===== config.mk =====
export PLATFORM = sky130hd
export DESIGN_NAME = enc_job_ctrl
export DESIGN_NICKNAME = d
export VERILOG_FILES = /design/src/rtl/enc_job_ctrl.sv
export SDC_FILE = /design/constraint.sdc
export NUM_CORES = 1
export LEC_CHECK = 0
export CAP_MARGIN = 20
export CORE_MARGIN = 5
export CORE_UTILIZATION = 41
export DETAILED_ROUTE_END_ITERATION = 10
export GPL_TIMING_DRIVEN = 0
export PLACE_DENSITY = 0.76
export SKIP_CTS_REPAIR_TIMING = 1
export SLEW_MARGIN = 0
export SYNTH_ARGS = -nofsm -noshare
export SYNTH_HDL_FRONTEND = slang
export SYNTH_SLANG_ARGS = --single-unit

===== constraint.sdc =====
create_clock -name clk -period 2.02 [get_ports clk]
set_input_delay 0.404 -clock clk [delete_from_list [all_inputs] [get_ports clk]]
set_output_delay 0.404 -clock clk [all_outputs]
set_load 0.02 [all_outputs]

===== src/rtl/enc_job_ctrl.sv =====
// APB-slave job controller for the shared ECC encoder: decodes the codeword width,
// MSB-aligns the payload, holds the encoder inputs for its latency and captures the result.
module enc_job_ctrl #(
   parameter int unsigned AMBA_WORD       = 32,
   parameter int unsigned AMBA_ADDR_WIDTH = 20,
   parameter int unsigned ENC_LATENCY     = 1
) (
   input  logic                       clk,
   input  logic                       rst,
   input  logic                       PSEL,
   input  logic                       PENABLE,
   input  logic                       PWRITE,
   input  logic [AMBA_ADDR_WIDTH-1:0] PADDR,
   input  logic [AMBA_WORD-1:0]       PWDATA,
   output logic [AMBA_WORD-1:0]       PRDATA,
   output logic                       PREADY,
   output logic                       enc_small,
   output logic                       enc_medium,
   output logic                       enc_large,
   output logic [AMBA_WORD-1:0]       enc_data_in,
   input  logic [AMBA_WORD-1:0]       enc_out,
   output logic                       busy,
   output logic                       done
);

   localparam int unsigned CNT_W   = 4;
   localparam int unsigned WIDTH_W = 2;
   localparam int unsigned SEL_W   = 3;

   localparam logic [SEL_W-1:0] ADDR_CTRL   = 3'd0;
   localparam logic [SEL_W-1:0] ADDR_DATA   = 3'd1;
   localparam logic [SEL_W-1:0] ADDR_WIDTH  = 3'd2;
   localparam logic [SEL_W-1:0] ADDR_RESULT = 3'd3;
   localparam logic [SEL_W-1:0] ADDR_STATUS = 3'd4;

   localparam logic [WIDTH_W-1:0] W_SMALL  = 2'b00;
   localparam logic [WIDTH_W-1:0] W_MEDIUM = 2'b01;
   localparam logic [WIDTH_W-1:0] W_LARGE  = 2'b10;

   typedef enum logic [1:0] {
      IDLE    = 2'd0,
      LAUNCH  = 2'd1,
      CAPTURE = 2'd2
   } state_t;

   state_t               state;
   logic [AMBA_WORD-1:0] data_q;
   logic [AMBA_WORD-1:0] result_q;
   logic [WIDTH_W-1:0]   width_q;
   logic [CNT_W-1:0]     cnt;
   logic                 err;

   logic [SEL_W-1:0]     addr;
   logic                 xfer;
   logic                 wr_ok;
   logic                 start;
   logic [AMBA_WORD-1:0] pad;
   logic                 unused_paddr;

   assign addr         = PADDR[4:2];
   assign unused_paddr = ^{PADDR[AMBA_ADDR_WIDTH-1:5], PADDR[1:0]};

   // RESULT reads stall until the running job has written its codeword
   assign PREADY = !(PSEL && !PWRITE && (addr == ADDR_RESULT) && busy);
   assign xfer   = PSEL & PENABLE & PREADY;
   assign wr_ok  = xfer & PWRITE & ~busy;
   assign start  = wr_ok && (addr == ADDR_CTRL) && PWDATA[0];

   // MSB-align the payload for the selected codeword size
   always_comb begin
      pad = '0;
      case (width_q)
         W_SMALL:  pad = {data_q[3:0],  {(AMBA_WORD-4){1'b0}}};
         W_MEDIUM: pad = {data_q[10:0], {(AMBA_WORD-11){1'b0}}};
         W_LARGE:  pad = {data_q[25:0], {(AMBA_WORD-26){1'b0}}};
         default:  pad = '0;
      endcase
   end

   always_comb begin
      PRDATA = '0;
      if (PSEL && PENABLE) begin
         case (addr)
            ADDR_DATA:   PRDATA = data_q;
            ADDR_WIDTH:  PRDATA = AMBA_WORD'(width_q);
            ADDR_RESULT: PRDATA = result_q;
            ADDR_STATUS: PRDATA = AMBA_WORD'({err, done, busy});
            default:     PRDATA = '0;
         endcase
      end
   end

   always_ff @(posedge clk or negedge rst) begin
      if (!rst) begin
         state       <= IDLE;
         data_q      <= '0;
         width_q     <= '0;
         result_q    <= '0;
         cnt         <= '0;
         busy        <= 1'b0;
         done        <= 1'b0;
         err         <= 1'b0;
         enc_small   <= 1'b0;
         enc_medium  <= 1'b0;
         enc_large   <= 1'b0;
         enc_data_in <= '0;
      end else begin
         if (wr_ok && (addr == ADDR_DATA))  data_q  <= PWDATA;
         if (wr_ok && (addr == ADDR_WIDTH)) width_q <= PWDATA[WIDTH_W-1:0];

         case (state)
            IDLE: begin
               if (start) begin
                  done <= 1'b1;
                  err  <= 1'b1;
                  if (width_q != 2'b11) begin
                     done        <= 1'b0;
                     err         <= 1'b0;
                     busy        <= 1'b1;
                     cnt         <= CNT_W'(ENC_LATENCY);
                     enc_small   <= (width_q == W_SMALL);
                     enc_medium  <= (width_q == W_MEDIUM);
                     enc_large   <= (width_q == W_LARGE);
                     enc_data_in <= pad;
                     state       <= LAUNCH;
                  end
               end
            end
            LAUNCH: begin
               cnt <= cnt - CNT_W'(1);
               if (cnt == CNT_W'(1)) state <= CAPTURE;
            end
            CAPTURE: begin
               result_q    <= enc_out;
               busy        <= 1'b0;
               done        <= 1'b1;
               enc_small   <= 1'b0;
               enc_medium  <= 1'b0;
               enc_large   <= 1'b0;
               enc_data_in <= '0;
               state       <= IDLE;
            end
            default: state <= IDLE;
         endcase
      end
   end

endmodule


==> impl_results.md, run 1 <==
- Total design power: between 6 and 7 mW
- Setup WS pre-CTS: -1.39 ns
- Vias in the first global route: about 4,000
- Status: finished, violations left
- Synth Register Bits: 104
- CP arrival: 1.66 ns
- Final WL: approximately 15,000 um
- Commonest non-fill, non-tap cell in the layout: nand2_1
- Setup crit end kind: output pin
- Bufs on Longest Clock Path: 2
- Slew Limit Fails: 0
- Max IR drop VDD: 0.000553 V
- Area growth from synthesis to layout: 55.6%
- DR DRC count: 0
- Rel. slew slack: approximately 57%
- Max capacitance violation total: 0
- Worst-Margin Slew: between 0.6 and 0.7 ns
- # IOs: ~160
- First-pass DRT Iterations: 5
- RSZ-0062 raised after global routing: yes
- Via density: 5.32
- Worst-path clk slew: ~0.08 ns
- Dominant cell type by area after synthesis: dfrtp_1
- Most frequent cells in the layout: 107 x nand2_1, 102 x dfrtp_1, 95 x clkdlybuf4s50_1
- Core footprint: approximately 11,000 sq um
- Endpoints failing setup: 25
- Largest net degree at the start of global routing: 71
- Pleak: approximately 3.4 nW
- Register area share after synthesis: about 55%
- Startpoint Class: input pin
- Yosys top cell area share: 54.7%
- Storage element area: about 2600 sq um
- Top post-synthesis cells by area: dfrtp_1 55%, mux2_2 8.5%, nand2_1 8.4%, a22oi_1 4.9%, a22o_1 4.2%
- Die W: approximately 120 um
- Crit path max fanout: 10
- Total Nets Final: just over 700
- Die footprint: ~14,000 sq um
- Die Y: roughly 120 um
- WP data required: between 1.5 and 2 ns
- Tmin final: 2.06 ns
- GRT overflow: 0
- Setup CP Type: input pin to output pin
- Rows: 39
- Wire per inst: between 15 and 20 um
- Initial antenna violation count: 0
- Drt initial violations: between 200 and 300
- CTS root buf: clkbuf_16
- Clock Sinks: 104
- Fin cells: about 770
- H-Tree Depth: 3
- I/O Buffers: between 100 and 150
- Post-route worst setup slack: -0.0439 ns
- CTS tree: done
- Cells after synthesis: roughly 450
- Total track usage: 19.6%
- Hold Vio Cnt, Final: 0
- Max Clk Rate: ~480 MHz
- ANT cells: 0
- Power Density: between 800 and 900 nW/um^2
- Post-Syn Area per Cell: about 11 sq um
- Placed cell count: between 700 and 800
- Type of the most critical hold path: input pin to async pin
- Vias: 4,076
- HPWL Detailed: ~10,000 um
- Layout cells sized above 1: 30.8%
- Initial Utilization: a little over two fifths
- Global-route wire length before repair: about 22,000 um
- Placer Congestion: 0.840
- Final Core Density: 64.8%
- Post-synth cell types: between 40 and 50
- Worst Clk Skew: approximately 0.0060 ns
- YS warnings: 0
- Clk_lat worst skew: ~0.34 ns
- Footprint of the multi-input gates: 2320 sq um
- Antenna Nets Post-Route: 0
- Final period util: 102%
- Hold slack: about 0.011 ns
- Failing checks: negative setup slack
- Synth Cell Area: around 4800 sq um
- CTS buffer count: 9
- FILL cells: a little over 900
## final timing paths
kind	startpoint	endpoint	slack, ns	depth (start not counted)
setup / recovery	PADDR[4]	PRDATA[12]	-0.04	7
min in group clk	PWDATA[0]	data_q[0]	0.37	2
max in group asynchronous	rst	data_q[23]	1.30	2
hold / removal	rst	enc_large	0.01	1
hold reg to reg	enc_data_in[23]	enc_data_in[23]	0.48	1
setup reg to reg	state[1]	enc_data_in[24]	0.20	6
## cell usage after synthesis
| master | n |
|---|---|
| buf_4 | 7 |
| and3b_1 | 1 |
| mux2_2 | 36 |
| nand4b_1 | 1 |
| conb_1 | 1 |
| nor4_4 | 1 |
| a211o_1 | 2 |
| buf_6 | 3 |
| or4b_2 | 1 |
| o21ai_0 | 2 |
| nor2_1 | 43 |
| a21oi_1 | 5 |
| a22o_1 | 23 |
| nor3_1 | 2 |
| nor4_1 | 1 |
| or4b_4 | 1 |
| mux2i_1 | 6 |
| nand2b_1 | 3 |
| nor3b_2 | 1 |
| nor2b_1 | 4 |
| buf_1 | 3 |
| o2bb2ai_1 | 1 |
| nand4b_2 | 1 |
| nand3b_1 | 2 |
| nor4b_4 | 2 |
| a22oi_1 | 31 |
| buf_2 | 6 |
| xnor2_1 | 2 |
| nand2_1 | 107 |
| nand3_1 | 2 |
| dfrtp_1 | 104 |
| a21o_1 | 9 |
| clkbuf_1 | 19 |
| nor3b_1 | 4 |
| inv_1 | 3 |
| o32a_1 | 1 |
| or2_2 | 2 |
| and2_1 | 1 |
| o21bai_1 | 2 |
| xor2_1 | 1 |
| ha_1 | 2 |
## layout make-up
cell class	count	area share, %
Inverter	3	0.152
Tap cell	143	2.42
Multi-Input combinational cell	309	31.3
Clock buffer	10	3.23
Timing Repair Buffer	157	22.5
Clock inverter	6	1.17
Buffer	34	4.04
Sequential cell	104	35.2
## registers in the layout, indices dropped and copies added (netlist names)
register     flops
enc_small        1
result_q        32
state            2
cnt              4
enc_data_in     26
data_q          32
done             1
width_q          2
busy             1
err              1
enc_large        1
enc_medium       1
## layer usage
metal  wire (um)  vias up  global-route usage, %
met5           0        -                      0
met4         263        0                   5.02
met3         984       20                   3.75
met2        7490      155                   32.3
met1        6010     2033                   26.8
li1            -     1868                      -
## worst max-delay path: stages
cell and delay (ns):
clkbuf_2 0.13, buf_6 0.15, and3b_2 0.27, buf_4 0.19
a22oi_1 0.31, nor2_4 0.07, buf_6 0.14
## cells by family after synthesis
| kind of cell | after synthesis | share of synthesized area, % |
|---|---|---|
| AOI/OAI and AO/OA | 76 | 12.4 |
| adders and majority gates | 2 | 0.526 |
| buffers and inverters | 41 | 4.42 |
| DFF | 104 | 54.7 |
| other | 1 | 0.0789 |
| xor gates and xnor gates | 3 | 0.553 |
| muxes | 42 | 9.79 |
| and+or+nand+nor | 180 | 17.5 |
## per-stage QoR
| stage | area [sq um] | TNS [ns] |
|---|---|---|
| global placement | 6370 | -417.75 |
| global route | 7400 | -2.23 |
| detailed placement | 6390 | -83.30 |
| floorplan | 4850 | -0.0958 |
| CTS | 6720 | -60.73 |
| finish | 7400 | -0.465 |
## power breakdown
part	leakage [nW]	switching, mW	total (mW)	internal [mW]
sequential	1.34	0.412	3.00	2.59
combinational	1.86	0.665	1.33	0.668
clock	0.160	0.823	1.85	1.03
total	3.36	1.90	6.19	4.29
(Power assumes the default switching activity.)
==> run 2, diff against run 1 <==
- PLACE_DENSITY: 0.76 -> 0.87
==> run 2 against run 1 <==
The flow finishes with violations (negative hold slack, negative setup slack). Fmax up 1.3%. Clock-buffer cell count up 4. Routed wire length down 0.64%.
==> impl_results.md, run 2 (synthesis gave the netlist of run 1 again) <==
- Clk_lat worst skew: between 0.3 and 0.4 ns
- First-pass DRT Iterations: 5
- Rows: 39
- R2R setup slack: around 0.060 ns
- I/O Buffers: 134
- GRT busiest layer: met2
- Clock Sinks: between 100 and 150
- Type of the most critical hold path: input pin to async pin
- Reg2reg path depth: 5
- Crit path max fanout: 10
- GR met2 Demand/Resource: between 30% and 40%
- Worst Clk Skew: around 0.006 ns
- ANT cells: 0
- Setup CP Type: input pin to output pin
- CP arrival: around 1.6 ns
- Die footprint: ~14,000 sq um
- Die W: roughly 120 um
- Layout cells sized above 1: between 20 and 30%
- Failing checks: negative hold slack, negative setup slack
- Max IR drop VDD: roughly 0.00043 V
- Final period util: 101%
- Tmin final: approximately 2 ns
- DR DRC count: 0
- Max capacitance violation total: 0
- GRT overflow: 0
- Final Cell Area: 6970 sq um
- Die Y: 118 um
- Endpoints failing setup: 4
- Pleak: about 3.3 nW
- Global-route wire length before repair: between 20,000 and 25,000 um
- Worst-Margin Slew: between 0.5 and 0.6 ns
- Most frequent cells in the layout: 107 x nand2_1, 102 x dfrtp_1, 95 x clkdlybuf4s50_1
- H-Tree Depth: 3
- Final WL: ~15,000 um
- GR Layer Usage met3: roughly 4.1%
- Placed cell count: 732
- Vias in the first global route: around 4,200
- Startpoint Class: input pin
- R2R Path End: enc_data_in[30]
- Slew Limit Fails: 0
- Vias: a little over 4,000
- Setup crit end kind: output pin
- Power Density: around 850 nW/um^2
- Bufs on Longest Clock Path: 2
- Total Nets Final: 709
- Rel. slew slack: between 60% and 70%
- Area growth from synthesis to layout: 46.6%
- Largest registers: data_q: 32 flops, result_q: 32 flops, enc_data_in: 26 flops
- Drt initial violations: around 260
- Placer Congestion: about 0.82
- Placed Area: ~6400 sq um
- Via density: between 5 and 6
- Total track usage: 20.1%
- Initial antenna violation count: 0
- # IOs: around 160
- Commonest non-fill, non-tap cell in the layout: nand2_1
- Hold Vio Cnt, Final: 2
- Initial Utilization: between 40% and 50%
- Post-route worst setup slack: -0.0173 ns
- Antenna Nets Post-Route: 0
- Hold slack: -0.00219 ns
- Max Clk Rate: between 400 and 500 MHz
- RSZ-0062 raised after global routing: yes
- WP data required: about 1.6 ns
- Reg2reg start: state[1]
- CTS tree: done
- Worst-path clk slew: ~0.070 ns
- Final Core Density: 61.0%
- Fin cells: 766
- HPWL Detailed: between 10,000 and 15,000 um
- CTS root buf: clkbuf_16
- Status: finished, violations left
- CTS buffer count: 9
- Core footprint: between 10,000 and 15,000 sq um
- Wire per inst: approximately 19 um
- Largest net degree at the start of global routing: 73
- Met1 usage: 25.2%
- FILL cells: a little over 900
## run 2: cell count changes in the layout (fill, tap and decap cells not counted), moves of 4 or more
cell,change
nor2_4,-31
buf_2,+4
buf_4,+16
clkbuf_2,+8
buf_6,-23
nor2_2,+28
## run 2: worst max path at each step
stage             start               to  slack, ns  cells past startpoint
6_report       PADDR[2]        PRDATA[0]      -0.02                      8
5_1_grt        PADDR[2]       PRDATA[19]      -0.09                      8
4_1_cts        PADDR[2]       PRDATA[25]      -1.37                      8
3_5_place_dp   PADDR[2]       PRDATA[25]      -1.37                      8
3_3_place_gp        rst  enc_data_in[20]      -3.13                      1
2_1_floorplan  PADDR[2]        PRDATA[0]      -0.02                      6
## run 2: metrics by stage
stage	setup slack [ns]	TNS, ns	total power [mW]
5_1_grt	-0.0938	-1.64	6.26
3_3_place_gp	-3.13	-406.75	4.06
2_1_floorplan	-0.0211	-0.0958	3.61
4_1_cts	-1.37	-60.44	5.85
6_report	-0.0173	-0.0431	5.93
3_5_place_dp	-1.37	-84.89	4.17
## run 2: final cells by class
class | instances | area [sq um] | area share [%]
flip-flops and latches | 104 | 2610 | 37.4
multi-input cells | 309 | 2120 | 30.5
repair buffers | 156 | 1490 | 21.3
plain buffers | 35 | 279 | 4.00
clock buffers | 14 | 274 | 3.93
well taps | 143 | 179 | 2.57
clock inverters | 2 | 12.5 | 0.180
inverters | 3 | 11.3 | 0.162
## run 2: report_power, final
part	internal (mW)	total [mW]	switching, mW
registers	2.59	2.98	0.393
logic	0.638	1.26	0.624
clock network	0.937	1.69	0.752
## run 2: critical path: stages
cell	delay, ns
buf_6	0.09
buf_6	0.12
nor2_2	0.17
xnor2_2	0.15
nand3_4	0.16
buf_8	0.20
nor2_1	0.15
buf_4	0.17
## run 2: routing by layer
layer | routed length, um | vias to the layer above
li1 | - | 1868
met1 | 5980 | 2041
met2 | 7540 | 148
met3 | 791 | 27
met4 | 346 | 0
met5 | 0 | -
==> run 3, diff against run 2 <==
- ABC_AREA: default -> 1
- CORE_UTILIZATION: 41 -> 43
- PLACE_DENSITY: 0.87 -> 0.77
==> run 3 against run 2 <==
Clock power about the same. Hold slack better by 0.019 ns. The run now ends clean. Fmax rose by 3.5%. Setup slack gained 0.069 ns. Sequential share of layout area hardly changed. Synthesized area up 8.4%. Sequential cell count unchanged. Critical path depth stayed put. First-iteration DRC count increased by 61%. Critical path type unchanged.
==> impl_results.md, run 3 <==
- Startpoint Class: input pin
- Die W: between 100 and 150 um
- Placer Congestion: around 0.86
- Max IR drop VDD: about 0.00047 V
- Total design power: approximately 6.1 mW
- Top post-synthesis cells by area: dfrtp_1 50%, nand2_1 24%, nand3_1 8.0%, a21oi_1 3.7%, buf_2 2.2%
- Drt initial violations: 418
- Commonest non-fill, non-tap cell in the layout: nand2_1
- Synth Register Bits: ~100
- Total Nets Final: approximately 940
- Largest registers: data_q: 32 flops, result_q: 32 flops, enc_data_in: 26 flops
- # IOs: around 160
- HPWL Detailed: about 11,000 um
- CTS tree: done
- Pleak: ~3.6 nW
- Register area share after synthesis: between 50% and 60%
- Worst-path clk slew: about 0.06 ns
- Total track usage: a little over a fifth
- CP arrival: between 1.5 and 2 ns
- Hold slack: between 0.015 and 0.02 ns
- Number of synthesized flops with an enable pin: 0
- WP data required: between 1.5 and 2 ns
- Setup CP Type: input pin to output pin
- Slowest Stage Delay on Critical Path: 0.19 ns
- Yosys top cell area share: approximately half
- First-pass DRT Iterations: 5
- Most frequent cells in the layout: 336 x nand2_1, 104 x dfrtp_1, 97 x clkdlybuf4s50_1
- Post-synth cell types: 23
- Clock Sinks: between 100 and 150
- Final period util: between 90 and 100%
- Synth cell count leaders: 336 x nand2_1, 104 x dfrtp_1, 82 x nand3_1
- Largest net degree at the start of global routing: between 60 and 70
- Cells after synthesis: approximately 690
- Area growth from synthesis to layout: 35.2%
- Core footprint: about 12,000 sq um
- Rows: 40
- Worst Clk Skew: between 0.004 and 0.005 ns
- CTS buffer count: 9
- Synth Flop Type: dfrtp_1
- Vias in the first global route: approximately 4,800
- Post-synth ARST share: between 90% and 100%
- YS warnings: 0
- Synth Cell Area: 5150 sq um
- Hold Vio Cnt, Final: 0
- Antenna Nets Post-Route: 0
- H-Tree Depth: 3
- Vias: 4,951
- CP bufs+invs: 5
- I/O Buffers: between 100 and 150
- Status: finished clean
- Wire per inst: about 15 um
- ANT cells: 0
- Clk_lat worst skew: between 0.3 and 0.4 ns
- Top delay family on crit path: buffers and inverters
- Most frequent cell after synthesis: nand2_1
- CTS root buf: clkbuf_16
- Crit path max fanout: 10
- Layout cells sized above 1: between 10% and 20%
- Initial Utilization: approximately 43%
- Setup crit end kind: output pin
- Final WL: between 10,000 and 15,000 um
- Final Core Density: between 50% and 60%
- Post-Syn Area per Cell: approximately 7.4 sq um
- GRT overflow: 0
- Bufs on Longest Clock Path: 2
- Worst-path cell with the longest stage delay: buf_4
- Max Clk Rate: just over 500 MHz
- DR DRC count: 0
- Type of the most critical hold path: input pin to async pin
- Power Density: slightly below 900 nW/um^2
- Global-route wire length before repair: around 24,000 um
- Via density: around 5.0
- RSZ-0062 raised after global routing: yes
- Endpoints failing setup: 0
- Slew Limit Fails: 0
- Dominant cell type by area after synthesis: dfrtp_1
- Tmin final: ~2 ns
- Max capacitance violation total: 0
- CP cell instances: dlymetal6s2s_1 > inv_2 > nand3_1 > inv_2 > buf_4 > nand2_1 > a21oi_1 > buf_4
- Die Y: ~120 um
- Initial antenna violation count: 0
- Die footprint: approximately 14,000 sq um
-- run 3: changes by cell type in the layout (fill, tap and decap cells not counted), sizes merged, moves of 23 or more --
cell and delta:
nand2 +232, a22o -23, nand3 +81, a21oi +33, mux2 -36, a22oi -31
inv +28
-- run 3: final timing paths --
path,cells after the start,slack (ns),to,startpoint
worst max-delay path,8,0.05,PRDATA[25],PADDR[4]
worst min-delay path,1,0.02,result_q[27],rst
worst max register to register,7,0.52,done,busy
worst min register to register,2,0.47,result_q[29],result_q[29]
max in group asynchronous,2,1.31,data_q[11],rst
min in group clk,2,0.47,result_q[29],result_q[29]
-- run 3: per-layer routing --
layer | GRT usage, % | share of wire (%) | vias up
met5 | 0 | 0 | -
met4 | 8.66 | 2.1 | 0
met3 | 3.61 | 7.3 | 22
met2 | 33.8 | 47 | 179
met1 | 27.6 | 44 | 2269
li1 | - | - | 2481
-- run 3: final cells by class --
cell class              count  area (sq um)
repair buffers            138          1270
clock buffers              13           240
flip-flops and latches    104          2600
inverters                  31           116
multi-input cells         519          2240
plain buffers              45           290
clock inverters             1          30.0
fillers                  1105          4890
well taps                 147           184
-- run 3: logic make-up (layout without fill, tap and decap cells) --
logic type | Yosys count | in the layout | synth area share, %
adders and majority gates | 2 | 2 | 0.485
other | 1 | 6 | 0.0728
DFF | 104 | 104 | 50.5
buffers and inverters | 76 | 228 | 7.11
and+or+nand+nor | 464 | 464 | 37.3
AOI/OAI and AO/OA | 47 | 47 | 4.56
-- run 3: metrics by stage --
stage / setup WS (ns) / std cells / cell area (sq um) / setup TNS [ns]
floorplan: 0.355 / 699 / 5170 / 0
global route: -0.0526 / 998 / 6970 / -0.390
global placement: -3.38 / 981 / 6710 / -375.22
detailed placement: -0.826 / 982 / 6730 / -24.81
finish: 0.0522 / 998 / 6970 / 0
CTS: -0.852 / 996 / 7000 / -25.14
-- run 3: report_power, final --
group / switching [mW] / internal (mW) / leakage (nW)
Sequential: 0.360 / 2.61 / 1.34
Clock: 0.737 / 0.950 / 0.130
Combinational: 0.794 / 0.613 / 2.10
